## config.mk

```make
export PLATFORM = sky130hd
export DESIGN_NAME = instr_fetch_flat
export DESIGN_NICKNAME = d
export VERILOG_FILES = /design/src/rtl/instr_fetch_if.sv /design/src/rtl/instr_fetch.sv /design/src/flat_wrapper.sv
export SDC_FILE = /design/constraint.sdc
export NUM_CORES = 1
export LEC_CHECK = 0
export BUFFER_PORTS_ARGS = -buffer_cell sky130_fd_sc_hd__buf_2
export CORE_MARGIN = 2
export CORE_UTILIZATION = 45
export DETAILED_ROUTE_END_ITERATION = 6
export MAX_ROUTING_LAYER = met4
export PLACE_DENSITY_LB_ADDON = 0.15
export SKIP_LAST_GASP = 1
export SLEW_MARGIN = 10
export SYNTH_ARGS = -nofsm -noshare
export SYNTH_HDL_FRONTEND = slang
export SYNTH_SLANG_ARGS = --single-unit
export TNS_END_PERCENT = 50
```

## constraint.sdc

```tcl
create_clock -name clk -period 2.6 [get_ports clk]
set_input_delay 0.13 -clock clk [delete_from_list [all_inputs] [get_ports clk]]
set_output_delay 0.13 -clock clk [all_outputs]
set_load 0.01 [all_outputs]
```

## src/rtl/instr_fetch_if.sv

```systemverilog
// Fetch-stage bus bundle: instruction-memory request channel, decode
// handshake with the split instruction fields, and the PC redirect input.
interface instr_fetch_if;
  logic        imem_req;
  logic [31:0] imem_addr;
  logic        imem_ready;
  logic [31:0] imem_rdata;
  logic        instr_valid;
  logic        dec_ready;
  logic [31:0] instr;
  logic [31:0] instr_pc;
  logic [6:0]  func7;
  logic [4:0]  rs2;
  logic [4:0]  rs1;
  logic [2:0]  func3;
  logic [4:0]  rd;
  logic [6:0]  opcode;
  logic        redirect_valid;
  logic [31:0] redirect_pc;

  modport master (
    output imem_req, imem_addr, instr_valid, instr, instr_pc,
           func7, rs2, rs1, func3, rd, opcode,
    input  imem_ready, imem_rdata, dec_ready, redirect_valid, redirect_pc
  );

  modport slave (
    input  imem_req, imem_addr, instr_valid, instr, instr_pc,
           func7, rs2, rs1, func3, rd, opcode,
    output imem_ready, imem_rdata, dec_ready, redirect_valid, redirect_pc
  );
endinterface

```

## src/rtl/instr_fetch.sv

```systemverilog
// Single-issue instruction fetch: holds the PC, requests words from
// instruction memory and presents one decoded-field instruction at a time.
module instr_fetch #(
  parameter logic [31:0] RESET_PC = 32'h0000_0000,
  parameter int          PC_STEP  = 4
) (
  input  logic          clk,
  input  logic          rst_n,
  instr_fetch_if.master bus
);

  typedef enum logic [1:0] {IDLE, FETCH, HOLD} state_t;

  state_t      state;
  logic [31:0] pc;
  logic [31:0] ir;
  logic [31:0] ir_pc;
  logic        req;
  logic        valid;

  // Redirect wins over every state; a coincident memory response or decode
  // acceptance is dropped so the stream restarts cleanly at the new target.
  always_ff @(posedge clk or negedge rst_n) begin
    if (!rst_n) begin
      state <= IDLE;
      pc    <= RESET_PC;
      ir    <= '0;
      ir_pc <= '0;
      req   <= 1'b0;
      valid <= 1'b0;
    end else if (bus.redirect_valid) begin
      state <= FETCH;
      pc    <= bus.redirect_pc & ~32'h3;
      req   <= 1'b1;
      valid <= 1'b0;
    end else begin
      case (state)
        IDLE: begin
          state <= FETCH;
          req   <= 1'b1;
        end
        FETCH: begin
          if (bus.imem_ready) begin
            ir    <= bus.imem_rdata;
            ir_pc <= pc;
            pc    <= pc + 32'(PC_STEP);
            state <= HOLD;
            req   <= 1'b0;
            valid <= 1'b1;
          end
        end
        HOLD: begin
          if (bus.dec_ready) begin
            state <= FETCH;
            req   <= 1'b1;
            valid <= 1'b0;
          end
        end
        default: begin
          state <= IDLE;
          req   <= 1'b0;
          valid <= 1'b0;
        end
      endcase
    end
  end

  // Address is forced to zero outside a request so nothing undefined leaks out.
  assign bus.imem_req    = req;
  assign bus.imem_addr   = req ? pc : 32'h0;
  assign bus.instr_valid = valid;
  assign bus.instr       = ir;
  assign bus.instr_pc    = ir_pc;
  assign bus.func7       = ir[31:25];
  assign bus.rs2         = ir[24:20];
  assign bus.rs1         = ir[19:15];
  assign bus.func3       = ir[14:12];
  assign bus.rd          = ir[11:7];
  assign bus.opcode      = ir[6:0];

endmodule

```

## src/flat_wrapper.sv

```systemverilog
// flat-port wrapper written by rule: the top's interface ports become plain ports
module instr_fetch_flat 
#(
  parameter logic [31:0] RESET_PC = 32'h0000_0000,
  parameter int          PC_STEP  = 4
)
  (clk, rst_n, bus_imem_req, bus_imem_addr, bus_instr_valid, bus_instr, bus_instr_pc, bus_func7, bus_rs2, bus_rs1, bus_func3, bus_rd, bus_opcode, bus_imem_ready, bus_imem_rdata, bus_dec_ready, bus_redirect_valid, bus_redirect_pc);
  instr_fetch_if bus_i ();
  input  logic clk;
  input  logic rst_n;
  output wire logic [$bits(bus_i.imem_req)-1:0] bus_imem_req;
  output wire logic [$bits(bus_i.imem_addr)-1:0] bus_imem_addr;
  output wire logic [$bits(bus_i.instr_valid)-1:0] bus_instr_valid;
  output wire logic [$bits(bus_i.instr)-1:0] bus_instr;
  output wire logic [$bits(bus_i.instr_pc)-1:0] bus_instr_pc;
  output wire logic [$bits(bus_i.func7)-1:0] bus_func7;
  output wire logic [$bits(bus_i.rs2)-1:0] bus_rs2;
  output wire logic [$bits(bus_i.rs1)-1:0] bus_rs1;
  output wire logic [$bits(bus_i.func3)-1:0] bus_func3;
  output wire logic [$bits(bus_i.rd)-1:0] bus_rd;
  output wire logic [$bits(bus_i.opcode)-1:0] bus_opcode;
  input wire logic [$bits(bus_i.imem_ready)-1:0] bus_imem_ready;
  input wire logic [$bits(bus_i.imem_rdata)-1:0] bus_imem_rdata;
  input wire logic [$bits(bus_i.dec_ready)-1:0] bus_dec_ready;
  input wire logic [$bits(bus_i.redirect_valid)-1:0] bus_redirect_valid;
  input wire logic [$bits(bus_i.redirect_pc)-1:0] bus_redirect_pc;
  assign bus_imem_req = bus_i.imem_req;
  assign bus_imem_addr = bus_i.imem_addr;
  assign bus_instr_valid = bus_i.instr_valid;
  assign bus_instr = bus_i.instr;
  assign bus_instr_pc = bus_i.instr_pc;
  assign bus_func7 = bus_i.func7;
  assign bus_rs2 = bus_i.rs2;
  assign bus_rs1 = bus_i.rs1;
  assign bus_func3 = bus_i.func3;
  assign bus_rd = bus_i.rd;
  assign bus_opcode = bus_i.opcode;
  assign bus_i.imem_ready = bus_imem_ready;
  assign bus_i.imem_rdata = bus_imem_rdata;
  assign bus_i.dec_ready = bus_dec_ready;
  assign bus_i.redirect_valid = bus_redirect_valid;
  assign bus_i.redirect_pc = bus_redirect_pc;
  instr_fetch #(.RESET_PC(RESET_PC), .PC_STEP(PC_STEP)) u_core (.clk(clk), .rst_n(rst_n), .bus(bus_i));
endmodule
```

==> results of run 1 <==
==> logic make-up after synthesis <==
group,share of synthesized area [%]
AO/OA/AOI/OAI,6.93
XOR/XNOR,2.08
adder cells (fa/ha/maj),0.269
buffers and inverters,8.57
flip-flops,51.2
multiplexers,15.3
other,0.0808
AND/OR/NAND/NOR,15.6
==> power breakdown <==
part | internal [mW] | total, mW | switching, mW
Clock | 0.614 | 1.11 | 0.492
Sequential | 1.77 | 1.99 | 0.221
Combinational | 0.642 | 1.26 | 0.623
Total | 3.03 | 4.36 | 1.34
==> cell usage in the layout (no fill, tap or decap), drive strengths merged, types with 2 or more instances in the layout <==
master and count:
and3 2, buf 200, nand3 10, dlygate4sd3 44, xor2 2, inv 6, nand3b 2, nor3 5
nor2 19, nor4 5, bufinv 2, a21oi 2, clkbuf 12, or3 10, o21ai 26, dfrtp 95
nand2 22, xnor2 9, and2 31, nand4 8, a31oi 16, mux2 62, conb 4, or4 7
o31ai 5
==> cells in the mapped netlist, drive strengths merged, types with 2 or more instances <==
cell type  number
mux2           62
xnor2           9
buf            41
dfrtp          95
or4             7
a31oi          16
nor3            5
and3            2
o31ai           5
nand2          22
nor4            5
or3            10
o21ai          26
nor2           19
clkbuf         19
and2           31
nand4           8
a21oi           2
xor2            2
inv             6
nand3b          2
nand3          10
==> cell type report <==
class / instances / share of cell area [%]
flip-flops and latches: 95 / 38.6
multi-input cells: 260 / 30.6
repair buffers: 244 / 23.9
well taps: 136 / 2.76
clock buffers: 12 / 2.68
clock inverters: 3 / 1.06
inverters: 6 / 0.365
==> sequential cells by signal (all words and copies together), names as in the netlist <==
register	count
u_core.state	1
u_core.bus.imem_req	1
u_core.pc	30
u_core.bus.instr_valid	1
u_core.bus.instr_pc	30
u_core.bus.instr	32
==> worst max-delay path, delay by kind of cell, from the launching register on <==
family / cells / cell delay, ps
simple gates: 3 / 1430
flops: 1 / 430
fa+ha+maj: 1 / 210
compound gates: 1 / 180
==> how the worst max path moves through the flow <==
| stage | cells after the start | slack (ps) | start | endpoint |
|---|---|---|---|---|
| 6_report | 5 | 290 | u_core.pc[3] | u_core.pc[26] |
| 5_1_grt | 5 | 140 | u_core.pc[3] | u_core.pc[26] |
| 4_1_cts | 5 | 130 | u_core.pc[3] | u_core.pc[26] |
| 3_5_place_dp | 5 | 150 | u_core.pc[3] | u_core.pc[26] |
| 3_3_place_gp | 5 | 200 | u_core.pc[3] | u_core.pc[26] |
| 2_1_floorplan | 6 | 500 | u_core.pc[2] | u_core.pc[24] |
==> routing by layer <==
metal | GRT usage (%) | vias up | wire length [um]
met5 | - | - | 0
met1 | 25.8 | 1821 | 4910
li1 | - | 1828 | -
met4 | 8.55 | 0 | 278
met3 | 4.82 | 24 | 758
met2 | 34.7 | 147 | 5530
==> metrics by stage <==
step	hold WS (ps)	setup slack [ps]	instance area, um2	cells
2_1_floorplan	-166	499	4650	421
3_3_place_gp	219	202	5490	697
3_5_place_dp	218	149	5490	697
4_1_cts	1.81	128	6150	755
5_1_grt	1.85	143	6170	756
6_report	6.55	293	6170	756
==> timing repair <==
item,CTS,global route
hold buffers,43,1
setup endpoints to repair,0,4
resized for setup,0,1
endpoints found under the hold margin,94,1
==> results.py, run 1 <==
metrics = {
    "routing": {
        "viasPerCell": 5.05,
        "wl_per_cell_um": 15.2,
        "drt-pass1-iter-count": 4,
        "ant_nets": 0,
        "drt-total-wl_um": 11500,
        "drc": 0,
        "drtIter0Drc": 131,
        "num_vias": 3820,
    },
    "die": {
        "coreArea_um2": 10200,
        "chipHeight_um": 106,
        "dieArea_um2": 11100,
        "start_util_pct": 45.6,
        "die_x_um": 106,
        "pin_count": 199,
        "rows": 37,
    },
    "global_routing": {
        "overflow": 0,
        "track_usage_pct": 21.3,
        "grt_pass1_vias": 3722,
        "grt_max_degree": 55,
        "antenna_found_initial": 0,
        "grt_first_pass_wirelength_um": 18200,
    },
    "cells_and_area": {
        "seq_area_um2": 2380,
        "fin_util_pct": 60.5,
        "drive_gt1_share_pct": 46.5,
        "multi_input_area_um2": 1890,
        "nets": 686,
        "antennaDiodeCount": 0,
        "areaGrowthSynthToFinish_pct": 32.8,
        "fillCellCount": 872,
    },
    "logic_synthesis": {
        "async_flop_share_pct": 100,
        "synth_area_um2": 4640,
        "synth_cell_types": 44,
        "synth_top_area_share_pct": 51.2,
        "avgSynthCellArea_um2": 11.1,
        "synth.ff_latch_count": 95,
        "ys_warn_count": 0,
        "ys.flop_type": "dfrtp_1",
        "netlist_instances": 418,
        "ys_seq_area_share_pct": 51.2,
        "synth_area_leaders": "dfrtp_1, mux2_2, buf_4",
        "yosysTopAreaCell": "dfrtp_1",
        "synth-edff-count": 0,
    },
    "setup_path": {
        "crit_required_ps": 2890,
        "worstSetupPathType": "flip-flop to flip-flop",
        "cp_slowest_cell": "or4_4",
        "cp_max_fo": 16,
        "crit_arrival_ps": 2600,
        "worstReg2RegStart": "u_core.pc[3]",
        "max_stage_delay_ps": 680,
        "startpoint_type": "flip-flop",
        "crit_chain": "ha_1 > nand3b_1 > or4_4 > or4_1 > a31oi_1",
        "r2r_cells": 5,
        "reg2reg_setup_slack_ps": 290,
        "end_kind": "flip-flop",
        "r2r_end": "u_core.pc[26]",
    },
    "power": {
        "leakage_nw": 2.84,
        "p_per_area_nw_per_um2": 707,
        "irDropWorstVdd_mv": 0.321,
        "power.total_mw": 4.36,
    },
    "clock_tree": {
        "cts_buffer_depth": 2,
        "h-tree-depth": 3,
        "post_cts.repair.setup_buffers": 0,
        "cts_made_buffers": 9,
        "path_clk_slew_ps": 90,
        "cts_sinks": 95,
        "worst_skew_pair.late_latency_ps": 370,
        "root_buffer": "clkbuf_8",
        "cts_tree": "done",
    },
    "hold_path": {
        "hold_end": "u_core.pc[24]",
        "worstHoldPathType": "primary input to flip-flop",
        "hp-start": "bus_redirect_pc[24]",
        "whs_path_depth": 3,
    },
    "timing": {
        "rsz0062_at_grt": "false",
        "final-max-slew-violation-count": 0,
        "worstMarginPinSlew_ps": 685,
        "fin_setup_tns_ps": 0,
        "max_freq_mhz": 433,
        "fin_skew_ps": 15.4,
        "hold_viol": 0,
        "finalSetupViolCount": 0,
        "slew_headroom_pct": 54.3,
        "min_period_ps": 2310,
        "fin_crit_sh_pct": 88.7,
    },
    "place": {
        "gp_congestion": 0.817,
        "hpwl_um": 7870,
        "port-buffer-count": 192,
    },
    "run_status": {
        "status": "finished, final reports clean",
    },
    "job": {
        "maxCapViolations": 0,
    },
}
(Power assumes the default switching activity.)
==> run 2: changes to the inputs <==
==> constraint.sdc (replaced) <==
create_clock -name clk -period 2.8 [get_ports clk]
set_input_delay 0.14 -clock clk [delete_from_list [all_inputs] [get_ports clk]]
set_output_delay 0.14 -clock clk [all_outputs]
set_load 0.01 [all_outputs]
==> results.py, run 2 (synthesis results as in run 1) <==
metrics = {
    "routing": {
        "ant_nets": 0,
        "drt-total-wl_um": 10900,
        "drt-pass1-iter-count": 6,
        "wl_per_cell_um": 14.8,
        "viasPerCell": 5.01,
        "drtIter0Drc": 128,
        "drc": 0,
        "num_vias": 3710,
    },
    "clock_tree": {
        "cts_tree": "done",
        "cts_buffer_depth": 2,
        "root_buffer": "clkbuf_8",
        "worst_skew_pair.late_latency_ps": 350,
        "cts_resized": 0,
        "cts_made_buffers": 9,
        "hold_buffers": 29,
        "h-tree-depth": 3,
        "path_clk_slew_ps": 90,
        "cts_sinks": 95,
        "post_cts.repair.setup_buffers": 0,
    },
    "setup_path": {
        "crit_chain": "ha_1 > nand3b_1 > or4_1 > or4_1 > a31oi_1",
        "startpoint_type": "flip-flop",
        "cp_slowest_cell": "or4_1",
        "max_stage_delay_ps": 800,
        "r2r_cells": 5,
        "critPathMostFrequentCell": "or4_1",
        "path_depth": 5,
        "end_kind": "flip-flop",
        "crit_arrival_ps": 2780,
        "crit_buf_inv": 0,
        "worstSetupPathType": "flip-flop to flip-flop",
        "cp_top_family": "simple AND/OR/NAND/NOR gates",
        "crit_required_ps": 3080,
        "cp_max_fo": 16,
    },
    "cells_and_area": {
        "areaGrowthSynthToFinish_pct": 29.8,
        "antennaDiodeCount": 0,
        "drive_gt1_share_pct": 47.4,
        "layout_common_cells": "buf_2, dfrtp_1, mux2_2",
        "fillCellCount": 893,
        "final_common_cell": "buf_2",
        "nets": 669,
        "largest_reg_flops": 32,
    },
    "die": {
        "die_x_um": 106,
        "coreArea_um2": 10200,
        "start_util_pct": 45.6,
        "pin_count": 199,
        "rows": 37,
        "dieArea_um2": 11100,
        "chipHeight_um": 106,
    },
    "timing": {
        "fin_skew_ps": 6.33,
        "finalSetupViolCount": 0,
        "hold_viol": 0,
        "min_period_ps": 2490,
        "worstMarginPinSlew_ps": 627,
        "max_freq_mhz": 401,
        "final-max-slew-violation-count": 0,
        "slew_headroom_pct": 58.2,
        "rsz0062_at_grt": "false",
        "fin_setup_tns_ps": 0,
        "holdWs_ps": 15.1,
        "fin_crit_sh_pct": 89.1,
        "finalWorstSetupSlack_ps": 305,
    },
    "place": {
        "hpwl_um": 7720,
        "port-buffer-count": 192,
        "dp_slack_ps": 324,
        "gp_congestion": 0.799,
    },
    "power": {
        "leakage_nw": 2.77,
        "p_per_area_nw_per_um2": 677,
        "irDropWorstVdd_mv": 0.310,
    },
    "global_routing": {
        "antenna_found_initial": 0,
        "grt_first_pass_wirelength_um": 17900,
        "track_usage_pct": 20.9,
        "grt_max_degree": 50,
        "grt_pass1_vias": 3677,
        "overflow": 0,
    },
    "hold_path": {
        "worstHoldPathType": "primary input to flip-flop",
        "whs_path_depth": 2,
    },
    "run_status": {
        "status": "finished, final reports clean",
    },
    "job": {
        "maxCapViolations": 0,
    },
}
==> run 2: changes by cell type in the layout (fill, tap and decap cells not counted) <==
cell,change
buf_4,-3
bufinv_16,+1
or4_1,+1
buf_12,+1
or4_4,-1
dlygate4sd3_1,-15
clkinvlp_4,+1
clkinv_2,+1
clkbuf_8,-2
==> run 2: area by class of cell <==
class                           count  area [um2]  share of cell area, %
Clock buffer                       10         138                   2.28
Clock inverter                      6         108                   1.79
Inverter                            6        22.5                  0.374
Multi-Input combinational cell    260        1890                   31.3
Sequential cell                    95        2380                   39.5
Tap cell                          136         170                   2.82
Timing Repair Buffer              227        1320                   22.0
==> run 2: layer usage <==
metal  track usage, %  share of wire (%)
met1             26.8                 44
met2             34.5                 50
met3             2.91                5.1
met4             6.77                1.3
met5                -                  0
==> run 2: stage by stage <==
step	instance area (um2)	total power, mW	cells	util (%)
after floorplan	4650	2.59	421	-
after global placement	5490	2.98	695	53.9
after detailed placement	5490	3.01	695	53.9
after CTS	6020	4.14	740	59.2
after global routing	6020	4.33	740	59.2
final	6020	4.08	740	59.2
==> run 2: where the power goes <==
group / leakage [nW] / switching [mW] / total (mW) / internal (mW)
clock network: 0.122 / 0.470 / 1.08 / 0.615
logic: 1.53 / 0.568 / 1.15 / 0.581
registers: 1.11 / 0.203 / 1.85 / 1.64
==> run 2: path summary, 6_finish.rpt <==
path                       slack [ps]                     from                      end
setup / recovery                  310             u_core.pc[2]            u_core.pc[26]
hold / removal                     20       bus_imem_rdata[27]     u_core.bus.instr[27]
setup reg to reg                  310             u_core.pc[2]            u_core.pc[26]
hold reg to reg                   510  u_core.bus.instr_pc[28]  u_core.bus.instr_pc[28]
max in group asynchronous        1770                    rst_n  u_core.bus.instr_pc[11]
min in group asynchronous         330                    rst_n  u_core.bus.instr_pc[19]
==> run 3: changes to the inputs <==
--- a/config.mk
+++ b/config.mk
@@ -5,12 +5,14 @@
 export SDC_FILE = /design/constraint.sdc
 export NUM_CORES = 1
 export LEC_CHECK = 0
+export ABC_AREA = 1
 export BUFFER_PORTS_ARGS = -buffer_cell sky130_fd_sc_hd__buf_2
 export CORE_MARGIN = 2
 export CORE_UTILIZATION = 45
 export DETAILED_ROUTE_END_ITERATION = 6
 export MAX_ROUTING_LAYER = met4
 export PLACE_DENSITY_LB_ADDON = 0.15
+export SKIP_CTS_REPAIR_TIMING = 1
 export SKIP_LAST_GASP = 1
 export SLEW_MARGIN = 10
 export SYNTH_ARGS = -nofsm -noshare
==> results.py, run 3 <==
metrics = {
    "power": {
        "p_sw_mw": 1.55,
        "seqPwrFrac_pct": 41.6,
        "power.total_mw": 4.54,
        "leakage_nw": 3.76,
        "p_per_area_nw_per_um2": 706,
        "combPwrFrac_pct": 29.0,
        "pwr-share-clk_pct": 29.4,
        "p_int_mw": 2.98,
        "p_sw_share_pct": 34.3,
        "irDropWorstVdd_mv": 0.318,
    },
    "cells_and_area": {
        "drive_gt1_share_pct": 27.1,
        "antennaDiodeCount": 0,
        "areaGrowthSynthToFinish_pct": 23.7,
        "final_common_cell": "nand2_1",
        "fin_cells": 1029,
        "largest_reg_flops": 32,
        "stdcell_area_um2": 6420,
        "nets": 952,
        "layout_common_cells": "nand2_1, buf_2, dfrtp_1",
    },
    "logic_synthesis": {
        "synth_cell_types": 34,
        "synth_area_leaders": "dfrtp_1, nand2_1, buf_4",
        "async_flop_share_pct": 100,
        "synth.ff_latch_count": 95,
        "synth_area_um2": 5190,
        "ys_warn_count": 0,
        "yosysTopAreaCell": "dfrtp_1",
        "synthTopCellsByCount": "nand2_1, dfrtp_1, inv_1, nor2_1, buf_4",
        "avgSynthCellArea_um2": 7.20,
        "netlist_instances": 721,
        "synth-edff-count": 0,
        "ys_seq_area_share_pct": 45.8,
        "synth_top_area_share_pct": 45.8,
        "ys.flop_type": "dfrtp_1",
        "yosysMostFrequentCell": "nand2_1",
    },
    "die": {
        "die_x_um": 111,
        "coreArea_um2": 11300,
        "rows": 39,
        "dieArea_um2": 12400,
        "start_util_pct": 45.9,
        "chipHeight_um": 111,
        "pin_count": 199,
    },
    "run_status": {
        "failed_checks": "hold timing",
        "status": "finished, violations left",
    },
    "setup_path": {
        "cp_max_fo": 42,
        "end_kind": "flip-flop",
        "crit_arrival_ps": 2350,
        "crit_chain": "inv_2 > nor2_1 > nand2_1 > nor2_2 > inv_2 > buf_4 > nand2_1 > o21ai_1",
        "crit_required_ps": 3070,
        "cp_slowest_cell": "dfrtp_1",
        "worstSetupPathType": "flip-flop to flip-flop",
        "max_stage_delay_ps": 570,
        "startpoint_type": "flip-flop",
    },
    "timing": {
        "max_freq_mhz": 482,
        "min_period_ps": 2080,
        "holdWs_ps": -8.20,
        "hold_viol": 11,
        "worstMarginPinSlew_ps": 701,
        "finalSetupViolCount": 0,
        "final-max-slew-violation-count": 0,
        "fin_setup_tns_ps": 0,
        "fin_skew_ps": 6.91,
        "fin_crit_sh_pct": 74.1,
        "slew_headroom_pct": 53.2,
        "rsz0062_at_grt": "false",
    },
    "place": {
        "port-buffer-count": 192,
        "hpwl_um": 9610,
        "dpl_cell_area_um2": 6000,
        "dp_cells": 1004,
        "gp_congestion": 0.882,
    },
    "hold_path": {
        "worstHoldPathType": "primary input to flip-flop",
    },
    "routing": {
        "wl_per_cell_um": 13.3,
        "drc": 0,
        "num_vias": 4915,
        "drtIter0Drc": 248,
        "drt-total-wl_um": 13700,
        "ant_nets": 0,
        "drt-pass1-iter-count": 5,
        "viasPerCell": 4.78,
    },
    "global_routing": {
        "overflow": 0,
        "track_usage_pct": 23.0,
        "grt_max_degree": 96,
        "grt_first_pass_wirelength_um": 22600,
        "grt_pass1_vias": 4583,
        "antenna_found_initial": 0,
    },
    "clock_tree": {
        "cts_buffer_depth": 2,
        "worst_skew_pair.late_latency_ps": 350,
        "path_clk_slew_ps": 70,
        "cts_made_buffers": 9,
        "h-tree-depth": 3,
        "root_buffer": "clkbuf_16",
        "cts_sinks": 95,
        "cts_tree": "done",
    },
    "job": {
        "maxCapViolations": 0,
    },
}
[run 3: cell families (layout without fill, tap and decap cells)]
family,after synthesis,count (layout),synth area share [%]
and+or+nand+nor,415,415,32.9
buffers and inverters,138,300,13.4
DFF,95,95,45.8
AOI/OAI and AO/OA,69,69,7.20
xor gates and xnor gates,2,2,0.337
adders and majority gates,1,1,0.241
other,1,4,0.0722
[run 3: metrics by stage]
stage | setup WS, ps | utilization, %
final | 725 | 56.8
after global routing | 506 | 56.8
after CTS | 710 | 55.9
after detailed placement | 728 | 53.0
after global placement | 817 | 53.0
after floorplan | 1360 | -
[run 3: final cells by class]
type	count	area, um2
Tap cell	143	179
Timing Repair Buffer	210	1140
Inverter	75	282
Clock inverter	5	82.6
Multi-Input combinational cell	491	2130
Clock buffer	10	239
Sequential cell	95	2380
Fill cell	1159	4900
[run 3: worst paths after layout]
kind | depth (start not counted) | from | end | slack [ps]
worst min-delay path | 3 | bus_imem_rdata[27] | u_core.bus.instr[27] | -8
max in group asynchronous | 3 | rst_n | u_core.pc[31] | 2020
min in group asynchronous | 3 | rst_n | u_core.bus.instr_pc[7] | 380
worst max register to register | 8 | u_core.bus.imem_req | u_core.bus.instr_pc[18] | 720
worst max-delay path | 8 | u_core.bus.imem_req | u_core.bus.instr_pc[18] | 720
worst min register to register | 2 | u_core.bus.instr_pc[3] | u_core.bus.instr_pc[3] | 470
[run 3: critical path: cells and delay by family (launching register included)]
family | cells | cell delay, ps
AOI/OAI and AO/OA | 1 | 90
DFF | 1 | 570
and+or+nand+nor | 4 | 290
buffers and inverters | 3 | 1040
[run 3: power by group through the flow]
stage	clock network, mW	registers [mW]	logic [mW]
floorplan	0	1.98	0.774
global placement	0	1.89	1.30
detailed placement	0	1.91	1.32
CTS	1.36	1.89	1.32
global route	1.42	1.93	1.48
finish	1.33	1.89	1.32
[run 3: metal layers]
metal | vias up | part of all wire (%) | track usage [%]
met5 | - | 0 | -
met4 | 0 | 2.2 | 7.74
met3 | 21 | 6.2 | 3.76
met2 | 169 | 47 | 36.3
met1 | 2239 | 45 | 30.6
li1 | 2486 | - | -
